File: src/rtl/masked_sbox_pkg.sv
// Shared constants and types for the masked AES S-box chain front end.
`timescale 1ns/1ps
package masked_sbox_pkg;

   localparam int DATA_W      = 12;
   localparam int RAN_W       = 14;
   localparam int LFSR_W      = 64;
   localparam int WARMUP_CYC  = 16;
   localparam int RND_W       = DATA_W + RAN_W;
   localparam int STEP_SHIFTS = 32;
   localparam int WARM_CNT_W  = $clog2(WARMUP_CYC);

   // Taps for x^64+x^63+x^61+x^60+1 on a left-shifting Fibonacci register.
   localparam logic [LFSR_W-1:0] LFSR_TAPS     = 64'hD800_0000_0000_0000;
   localparam logic [LFSR_W-1:0] ZERO_SEED_SUB = 64'h1;

   typedef enum logic [1:0] {
      UNSEEDED = 2'd0,
      SEED     = 2'd1,
      WARMUP   = 2'd2,
      RUN      = 2'd3
   } prng_state_e;

   // An all-zero state would lock the LFSR, so it is never loaded.
   function automatic logic [LFSR_W-1:0] seed_fix(input logic [LFSR_W-1:0] s);
      return (s == '0) ? ZERO_SEED_SUB : s;
   endfunction

endpackage

File: src/rtl/masked_prng_lfsr.sv
// 64-bit Fibonacci LFSR, 32 single-bit shifts per step; rnd is the low
// 26 bits of the state that the next step will produce.
`timescale 1ns/1ps
module masked_prng_lfsr
   import masked_sbox_pkg::*;
(
   input  logic              clk,
   input  logic              rst_n,
   input  logic              load,
   input  logic [LFSR_W-1:0] seed,
   input  logic              advance,
   output logic [RND_W-1:0]  rnd
);

   logic [LFSR_W-1:0] state_reg;
   logic [LFSR_W-1:0] state_next;
   logic [LFSR_W-1:0] chain [0:STEP_SHIFTS];

   assign chain[0] = state_reg;

   generate
      for (genvar gi = 0; gi < STEP_SHIFTS; gi++) begin : g_shift
         assign chain[gi+1] = {chain[gi][LFSR_W-2:0], ^(chain[gi] & LFSR_TAPS)};
      end
   endgenerate

   assign state_next = chain[STEP_SHIFTS];
   assign rnd        = state_next[RND_W-1:0];

   // Seed load wins over advance so a reseed always restarts the sequence.
   always_ff @(posedge clk or negedge rst_n) begin
      if (!rst_n) begin
         state_reg <= ZERO_SEED_SUB;
      end else if (load) begin
         state_reg <= seed_fix(seed);
      end else if (advance) begin
         state_reg <= state_next;
      end
   end

endmodule

File: src/rtl/masked_share_encoder.sv
// Splits unmasked words into two Boolean shares plus fresh randomness.
// Build option PRNG_FREE_RUN_EN: PRNG steps every RUN cycle instead of per accept.
`timescale 1ns/1ps
module masked_share_encoder
   import masked_sbox_pkg::*;
(
   input  logic              clk,
   input  logic              rst_n,
   input  logic              seed_valid,
   input  logic [LFSR_W-1:0] seed_data,
   input  logic              in_valid,
   output logic              in_ready,
   input  logic [DATA_W-1:0] in_data,
   output logic              out_valid,
   input  logic              out_ready,
   output logic [DATA_W-1:0] share0,
   output logic [DATA_W-1:0] share1,
   output logic [RAN_W-1:0]  ran,
   output logic              prng_ready
);

   prng_state_e           state_reg;
   logic [WARM_CNT_W-1:0] warm_cnt_reg;
   logic                  prng_ready_reg;
   logic                  out_valid_reg;
   logic [DATA_W-1:0]     share0_reg;
   logic [DATA_W-1:0]     share1_reg;
   logic [RAN_W-1:0]      ran_reg;

   logic                  accept;
   logic                  lfsr_advance;
   logic [RND_W-1:0]      rnd;
   logic [DATA_W-1:0]     mask;

   assign in_ready = (state_reg == RUN) && (!out_valid_reg || out_ready);
   assign accept   = in_valid && in_ready;
   assign mask     = rnd[DATA_W-1:0];

`ifdef PRNG_FREE_RUN_EN
   assign lfsr_advance = (state_reg == WARMUP) || (state_reg == RUN);
`else
   assign lfsr_advance = (state_reg == WARMUP) || accept;
`endif

   masked_prng_lfsr u_prng (
      .clk     (clk),
      .rst_n   (rst_n),
      .load    (seed_valid),
      .seed    (seed_data),
      .advance (lfsr_advance),
      .rnd     (rnd)
   );

   // A seed pulse restarts sequencing from any state.
   always_ff @(posedge clk or negedge rst_n) begin
      if (!rst_n) begin
         state_reg      <= UNSEEDED;
         warm_cnt_reg   <= '0;
         prng_ready_reg <= 1'b0;
      end else if (seed_valid) begin
         state_reg      <= SEED;
         warm_cnt_reg   <= '0;
         prng_ready_reg <= 1'b0;
      end else begin
         case (state_reg)
            SEED: begin
               state_reg    <= WARMUP;
               warm_cnt_reg <= '0;
            end
            WARMUP: begin
               warm_cnt_reg <= warm_cnt_reg + 1'b1;
               if (warm_cnt_reg == WARM_CNT_W'(WARMUP_CYC - 1)) begin
                  state_reg      <= RUN;
                  prng_ready_reg <= 1'b1;
               end
            end
            default: ;
         endcase
      end
   end

   // Shares leave straight from flops; in_data only ever meets a fresh mask.
   always_ff @(posedge clk or negedge rst_n) begin
      if (!rst_n) begin
         out_valid_reg <= 1'b0;
         share0_reg    <= '0;
         share1_reg    <= '0;
         ran_reg       <= '0;
      end else if (accept) begin
         out_valid_reg <= 1'b1;
         share0_reg    <= in_data ^ mask;
         share1_reg    <= mask;
         ran_reg       <= rnd[RND_W-1:DATA_W];
      end else if (out_ready) begin
         out_valid_reg <= 1'b0;
      end
   end

   assign out_valid  = out_valid_reg;
   assign share0     = share0_reg;
   assign share1     = share1_reg;
   assign ran        = ran_reg;
   assign prng_ready = prng_ready_reg;

endmodule
File: config.mk
export PLATFORM = sky130hd
export DESIGN_NAME = masked_share_encoder
export DESIGN_NICKNAME = d
export VERILOG_FILES = /design/src/rtl/masked_sbox_pkg.sv /design/src/rtl/masked_prng_lfsr.sv /design/src/rtl/masked_share_encoder.sv
export SDC_FILE = /design/constraint.sdc
export NUM_CORES = 1
export LEC_CHECK = 0
export ABC_CLOCK_PERIOD_IN_PS = 2100
export CAP_MARGIN = 20
export CORE_MARGIN = 5
export CORE_UTILIZATION = 50
export CTS_CLUSTER_DIAMETER = 40
export DETAILED_ROUTE_END_ITERATION = 10
export PLACE_DENSITY_LB_ADDON = 0.25
export SLEW_MARGIN = 20
export SYNTH_ARGS = -nofsm -noshare
export SYNTH_HDL_FRONTEND = slang
export SYNTH_HIERARCHICAL = 1
export SYNTH_SLANG_ARGS = --single-unit
export TNS_END_PERCENT = 50
File: constraint.sdc
create_clock -name clk -period 2.1 [get_ports clk]
set_input_delay 0.42 -clock clk [delete_from_list [all_inputs] [get_ports clk]]
set_output_delay 0.42 -clock clk [all_outputs]
set_load 0.01 [all_outputs]
==> summary.txt, run 1 <==
Clock network
  – Num CTS Buffers: 9
  – TritonCTS Sinks: 110
  – Clock Latency Late Sink: 0.35 ns
  – Clock slew at reported path FFs: approximately 0.070 ns
  – # Post-CTS Setup Buffers: 0
  – CTS max path bufs: 2
  – Root Buffer Master: clkbuf_16
  – CTS tree: yes
  – H-tree depth: 3
  – Hold buffers post-CTS: 0

Timing
  – RSZ-0062 raised after global routing: no
  – Least-Margin Pin Slew: 0.584 ns
  – Minimum clock period: about 1.9 ns
  – Final Max Tran Viols: 0
  – Final hold vios: 0
  – # setup viols final: 0
  – Final worst path period share: 0.893
  – Fmax: about 0.53 GHz
  – Max transition margin: 0.611
  – Fin Clk Skew: 0.00652 ns
  – Setup TNS: 0 ns

Finish
  – Largest register FFs: 64
  – Layout area overhead: 29.3%
  – Commonest non-fill, non-tap cell in the layout: clkdlybuf4s50_1
  – Ant diodes: 0
  – Layout cells sized above 1: 0.136
  – Cell Count, Final, Fillers Out: ~790
  – Most frequent cells in the layout: clkdlybuf4s50_1 (118), dfrtp_1 (109), mux2i_1 (61), nand2_1 (61), o21ai_0 (60)
  – Layout Nets: approximately 730
  – Final Util: 0.664

Worst setup path
  – Crit Reg-Reg Endpoint: u_prng/state_reg[29]$_DFFE_PN0P_
  – Startpoint types: input pin
  – Crit Path Class: input pin to flip-flop
  – Reg2reg setup slack: around 0.36 ns
  – Worst r2r path cells: 6
  – Reg-to-reg critical path startpoint: state_reg[1]$_DFFE_PN0P_
  – Buf+Inv Stages, Crit Path: 2
  – Worst path top cell family by delay: simple AND/OR/NAND/NOR gates
  – Crit path depth: 6
  – CP arrival: 2.15 ns
  – Setup crit end kind: flip-flop
  – CP Cell Sequence: clkdlybuf4s50_1 -> nor4_1 -> buf_4 -> nand4_1 -> or4_1 -> a31oi_1
  – Launch point of the worst path: seed_data[22]
  – CP Max Fanout: 2
  – Req. time, crit path: 2.38 ns
  – Critical Path Max Stage Delay: 0.52 ns
  – Critical path endpoint: u_prng/state_reg[0]$_DFFE_PN1P_
  – CP max-delay cell: or4_1

Pwr
  – Pwr per Cell Area: about 1000 nW/um2
  – Max IR drop VDD: 0.454 mV
  – NetSw: 2.40 mW
  – Power share of the combinational group: 0.382
  – Sequential Power Share: 0.387
  – Internal Power: 5.57 mW
  – P_leak: 3.29 nW
  – Pwr Total: 7.96 mW
  – Clock share of power: 0.231
  – Sw Share: 0.301

Global routing
  – GRT Util Overall: 0.202
  – Met1 usage: 0.271
  – Met3 Usage GRT: 0.0415
  – Grt total ovfl: 0
  – Initial antenna violation count: 0
  – GRT busiest layer: met2
  – Via count of the first global-routing pass: 4,492
  – Met2 usage: 0.330
  – Largest net degree at the start of global routing: between 100 and 150
  – First-pass GRT wire length: ~23,000 um

Floorplanning
  – Initial Util: 0.514
  – Num ports: 122
  – CORE AREA: 11,500 um2
  – Chip height: 119 um
  – Die area: 14,100 um2
  – Die width: 119 um
  – Row cnt: 39

Yosys
  – Syn nets: 610
  – Share of the synthesized area in the top cell type: 0.461
  – Syn Area/Cell: 11.2 um2
  – Cell taking the most area after synthesis: dfrtp_1
  – Number of synthesized register bits: 110
  – Post-Syn Instances: 528
  – Synthesized area: 5920 um2
  – Dominant cells by area after synthesis: dfrtp_1 (46%), mux2i_1 (10%), xnor2_1 (7.8%)
  – Seq/Total Area, Yosys: 0.465
  – Distinct cell type count after synthesis: 35
  – YS warnings: 6

Run
  – Max Cap Viol: 0

Min path
  – Worst hold path type: input pin to async pin

Drt
  – Vias per std cell: 5.33
  – Post-DR wirelength/cell: 17.4 um
  – Detailed-router iteration count before antenna repair: 4
  – Post-Route WL: 13,800 um
  – Antenna Nets Post-Route: 0
  – Starting DRC count in detailed routing: approximately 270
  – Via Count: 4,220
  – DRC viols: 0

Placement
  – DP HPWL: 10,400 um
  – RD Place Congestion: 0.870
  – Placed instance count: 776
  – IO Port Bufs: 121

Run status
  – Status: finished, final reports clean
synthesized netlist by cell type:
master,n
a211oi_1,4
o21ai_0,61
nor4_2,1
a21o_1,3
a31oi_1,3
nand2b_2,1
buf_6,4
mux2_4,30
dfrtp_1,109
mux2i_1,61
buf_2,10
inv_1,3
nand3b_1,2
nand4_1,4
clkbuf_1,12
a41oi_1,1
ha_1,1
dfstp_2,1
o22ai_1,1
o211ai_1,1
xor2_1,32
nand4_4,1
nand2_1,61
nor4_1,15
nor2b_1,3
and3_1,2
or4_1,1
a311oi_1,1
buf_1,1
a22oi_1,1
xnor2_1,53
mux2_1,8
buf_4,27
o21bai_1,1
nor2_1,8
timing repair:
item,in CTS,in global routing
endpoints found under the setup margin,0,1
endpoints found under the hold margin,0,0
resized for setup,0,1
area by class of cell:
type                    instances  area, um2
well taps                     143        179
clock buffers                  13        250
repair buffers                159       1570
multi-input cells             361       2820
inverters                       3       11.3
fillers                       913       3870
clock inverters                 3       68.8
flip-flops and latches        110       2750
kinds of logic after synthesis:
kind of cell	share of synthesized area
fa+ha+maj	0.00211
flops	0.465
mux	0.195
simple gates	0.0801
compound gates	0.0715
xor+xnor	0.126
buf+inv	0.0605
stage by stage:
stage,setup WS (ns),hold slack [ns],cell area (um2)
after global routing,0.153,0.178,7650
final,0.225,0.112,7650
after global placement,-0.112,0.480,7330
after detailed placement,-0.140,0.481,7330
after CTS,0.0170,0.174,7650
after floorplan,0.176,0.124,5920
metal layers:
| metal | vias to the layer above | routed length (um) |
|---|---|---|
| met4 | 0 | 193 |
| met5 | - | 0 |
| met3 | 12 | 581 |
| li1 | 2036 | - |
| met1 | 2076 | 6270 |
| met2 | 96 | 6710 |
worst min path at each step:
stage,start,endpoint,slack (ns),cells past startpoint
3_5_place_dp,ran[6]$_DFFE_PN0P_,ran[6]$_DFFE_PN0P_,0.48,1
3_3_place_gp,ran[6]$_DFFE_PN0P_,ran[6]$_DFFE_PN0P_,0.48,1
4_1_cts,rst_n,u_prng/state_reg[63]$_DFFE_PN0P_,0.17,2
5_1_grt,rst_n,u_prng/state_reg[63]$_DFFE_PN0P_,0.18,2
2_1_floorplan,rst_n,out_valid$_DFFE_PN0P_,0.12,0
6_report,rst_n,u_prng/state_reg[63]$_DFFE_PN0P_,0.11,2
power by group through the flow:
stage               Sequential [mW]  Combinational [mW]  Clock (mW)
floorplan                      3.21                1.88           0
global placement               3.08                2.99           0
detailed placement             3.12                3.07           0
CTS                            3.08                3.08        1.88
global route                   3.16                3.28        1.96
finish                         3.08                3.04        1.84
Power figures use the tool's default switching activity.
==> run 2: changes to the inputs <==
--- a/config.mk
+++ b/config.mk
@@ -5,7 +5,7 @@
 export SDC_FILE = /design/constraint.sdc
 export NUM_CORES = 1
 export LEC_CHECK = 0
-export ABC_CLOCK_PERIOD_IN_PS = 2100
+export ABC_CLOCK_PERIOD_IN_PS = 2040
 export CAP_MARGIN = 20
 export CORE_MARGIN = 5
 export CORE_UTILIZATION = 50
==> constraint.sdc (replaced) <==
create_clock -name clk -period 2.04 [get_ports clk]
set_input_delay 0.408 -clock clk [delete_from_list [all_inputs] [get_ports clk]]
set_output_delay 0.408 -clock clk [all_outputs]
set_load 0.01 [all_outputs]
==> run 2 against run 1 <==
Effect of this change: power up 1.3%; clock skew up 0.0029 ns; first-iteration DRC count down 6.6%; via count up 1.0%; hold slack worse by 0.098 ns.
==> summary.txt, run 2 (synthesis gave the netlist of run 1 again) <==
Worst setup path
  – Worst r2r path cells: 4 (-2)
  – CP arrival: 2.17 ns (+0.02 ns)
  – Startpoint types: input pin
  – Crit Path Class: input pin to flip-flop
  – Setup crit end kind: flip-flop
  – Critical Path Max Stage Delay: 0.53 ns (about the same)
  – CP Max Fanout: 2 (unchanged)
  – Reg2reg setup slack: 0.35 ns (about the same)
  – CP max-delay cell: or4_1
  – Crit Reg-Reg Endpoint: share0[0]$_DFFE_PN0P_
  – CP Cell Sequence: clkdlybuf4s50_1 -> nor4_1 -> buf_4 -> nand4_1 -> or4_1 -> a31oi_1
  – Reg-to-reg critical path startpoint: u_prng/state_reg[31]$_DFFE_PN0P_
  – Req. time, crit path: 2.32 ns (-0.06 ns)

Clock network
  – # Post-CTS Setup Buffers: 0 (unchanged)
  – CTS tree: yes
  – Root Buffer Master: clkbuf_16
  – TritonCTS Sinks: 110 (unchanged)
  – CTS max path bufs: 2 (unchanged)
  – H-tree depth: 3 (unchanged)
  – Hold buffers post-CTS: 0 (unchanged)
  – Clock slew at reported path FFs: 0.07 ns (about the same)
  – Num CTS Buffers: 9 (unchanged)
  – Clock Latency Late Sink: 0.35 ns (about the same)

Finish
  – Design area: 7710 um2 (+0.82%)
  – # fillers: 890 (-2.5%)
  – Most frequent cells in the layout: clkdlybuf4s50_1 (118), dfrtp_1 (108), mux2i_1 (61), nand2_1 (61), o21ai_0 (60)
  – Final Util: 0.670 (+0.00543)
  – Layout area overhead: 30.3%
  – Cell Count, Final, Fillers Out: 804 (+1.5%)
  – Ant diodes: 0 (unchanged)
  – Layout Nets: 738 (+1.7%)
  – Largest register FFs: 64 (unchanged)
  – Commonest non-fill, non-tap cell in the layout: clkdlybuf4s50_1
  – Layout cells sized above 1: 0.153 (+0.0172)

Drt
  – DRC viols: 0 (unchanged)
  – Via Count: 4,264 (+1.0%)
  – Post-Route WL: 13,900 um (+0.97%)
  – Vias per std cell: 5.30 (-0.47%)
  – Post-DR wirelength/cell: 17.3 um (-0.54%)
  – Antenna Nets Post-Route: 0 (unchanged)
  – Detailed-router iteration count before antenna repair: 4 (unchanged)
  – Starting DRC count in detailed routing: 254 (-6.6%)

Timing
  – Minimum clock period: 1.88 ns
  – Final hold vios: 0 (unchanged)
  – Fmax: 0.531 GHz
  – Setup TNS: 0 ns (unchanged)
  – Fin Clk Skew: 0.00946 ns (+0.00294 ns)
  – Least-Margin Pin Slew: 0.520 ns (-0.0642 ns)
  – Final hold slack: 0.0144 ns (-0.0976 ns)
  – Final Max Tran Viols: 0 (unchanged)
  – Max transition margin: 0.651 (+0.0403)
  – # setup viols final: 0 (unchanged)
  – RSZ-0062 raised after global routing: no
  – Final worst path period share: 0.924
  – Final WS setup: 0.156 ns (-0.0692 ns)

Pwr
  – Pwr Total: 8.07 mW (+1.3%)
  – Max IR drop VDD: 0.668 mV (+47%)
  – P_leak: 3.33 nW (+1.0%)
  – Pwr per Cell Area: 1050 nW/um2 (+0.52%)

Floorplanning
  – Num ports: 122 (unchanged)
  – Die area: 14,100 um2 (unchanged)
  – Initial Util: 0.514 (unchanged)
  – Chip height: 119 um (unchanged)
  – Die width: 119 um (unchanged)
  – Row cnt: 39 (unchanged)
  – CORE AREA: 11,500 um2 (unchanged)

Placement
  – IO Port Bufs: 121 (unchanged)
  – Area post-placement: 7420 um2 (+1.2%)
  – DP HPWL: 10,600 um (+2.5%)
  – RD Place Congestion: 0.877 (+0.82%)
  – Placed instance count: 788 (+1.5%)
  – Setup slack at placement: -0.211 ns (-0.0708 ns)

Global routing
  – Grt total ovfl: 0 (unchanged)
  – Initial antenna violation count: 0 (unchanged)
  – First-pass GRT wire length: 23,100 um (about the same)
  – GRT Util Overall: 0.203 (+0.00149)
  – Largest net degree at the start of global routing: 56 (-50%)
  – Via count of the first global-routing pass: 4,499 (+0.16%)

Min path
  – Worst hold path type: input pin to async pin

Run
  – Max Cap Viol: 0 (unchanged)

Run status
  – Status: finished, final reports clean
run 2: cell count changes in the layout (fill, tap and decap cells not counted):
cell	change
dfrtp_2	+1
dfrtp_1	-1
bufinv_16	-1
clkinv_2	+1
dlygate4sd2_1	+1
buf_4	+12
dlymetal6s2s_1	-1
run 2: worst max-delay path by stage:
stage / startpoint / to / slack [ns] / cells past startpoint
floorplan: out_ready / u_prng/state_reg[18]$_DFFE_PN0P_ / 0.13 / 9
global placement: seed_data[22] / u_prng/state_reg[0]$_DFFE_PN1P_ / -0.15 / 6
detailed placement: seed_data[22] / u_prng/state_reg[0]$_DFFE_PN1P_ / -0.21 / 6
CTS: seed_data[22] / u_prng/state_reg[0]$_DFFE_PN1P_ / 0.16 / 6
global route: seed_data[25] / u_prng/state_reg[0]$_DFFE_PN1P_ / 0.02 / 6
finish: seed_data[22] / u_prng/state_reg[0]$_DFFE_PN1P_ / 0.16 / 6
run 2: worst max-delay path: cells and delay by family:
| family | cells | cell delay (ns) |
|---|---|---|
| buffers and inverters | 2 | 0.59 |
| AO/OA/AOI/OAI | 1 | 0.17 |
| AND/OR/NAND/NOR | 3 | 0.99 |
run 2: power by group:
group | switching (mW) | internal [mW]
Sequential | 0.408 | 2.76
Clock | 0.768 | 0.988
Combinational | 1.28 | 1.87
run 2: repair_timing:
action,CTS,global route
gates resized for setup,2,0
setup endpoints to repair,1,0
hold endpoints to repair,0,0
run 2: layout make-up:
type / count / area, um2 / area share
repair buffers: 171 / 1660 / 0.215
inverters: 3 / 11.3 / 0.00146
well taps: 143 / 179 / 0.0232
multi-input cells: 361 / 2820 / 0.365
flip-flops and latches: 110 / 2760 / 0.357
clock inverters: 3 / 43.8 / 0.00568
clock buffers: 13 / 250 / 0.0325
run 2: metal layers:
metal  share of wire  vias to the layer above  GRT usage
li1                -                     2051          -
met2            0.50                      113      0.341
met5               0                        -          0
met1            0.44                     2087      0.263
met3           0.049                       13     0.0568
met4           0.012                        0     0.0434
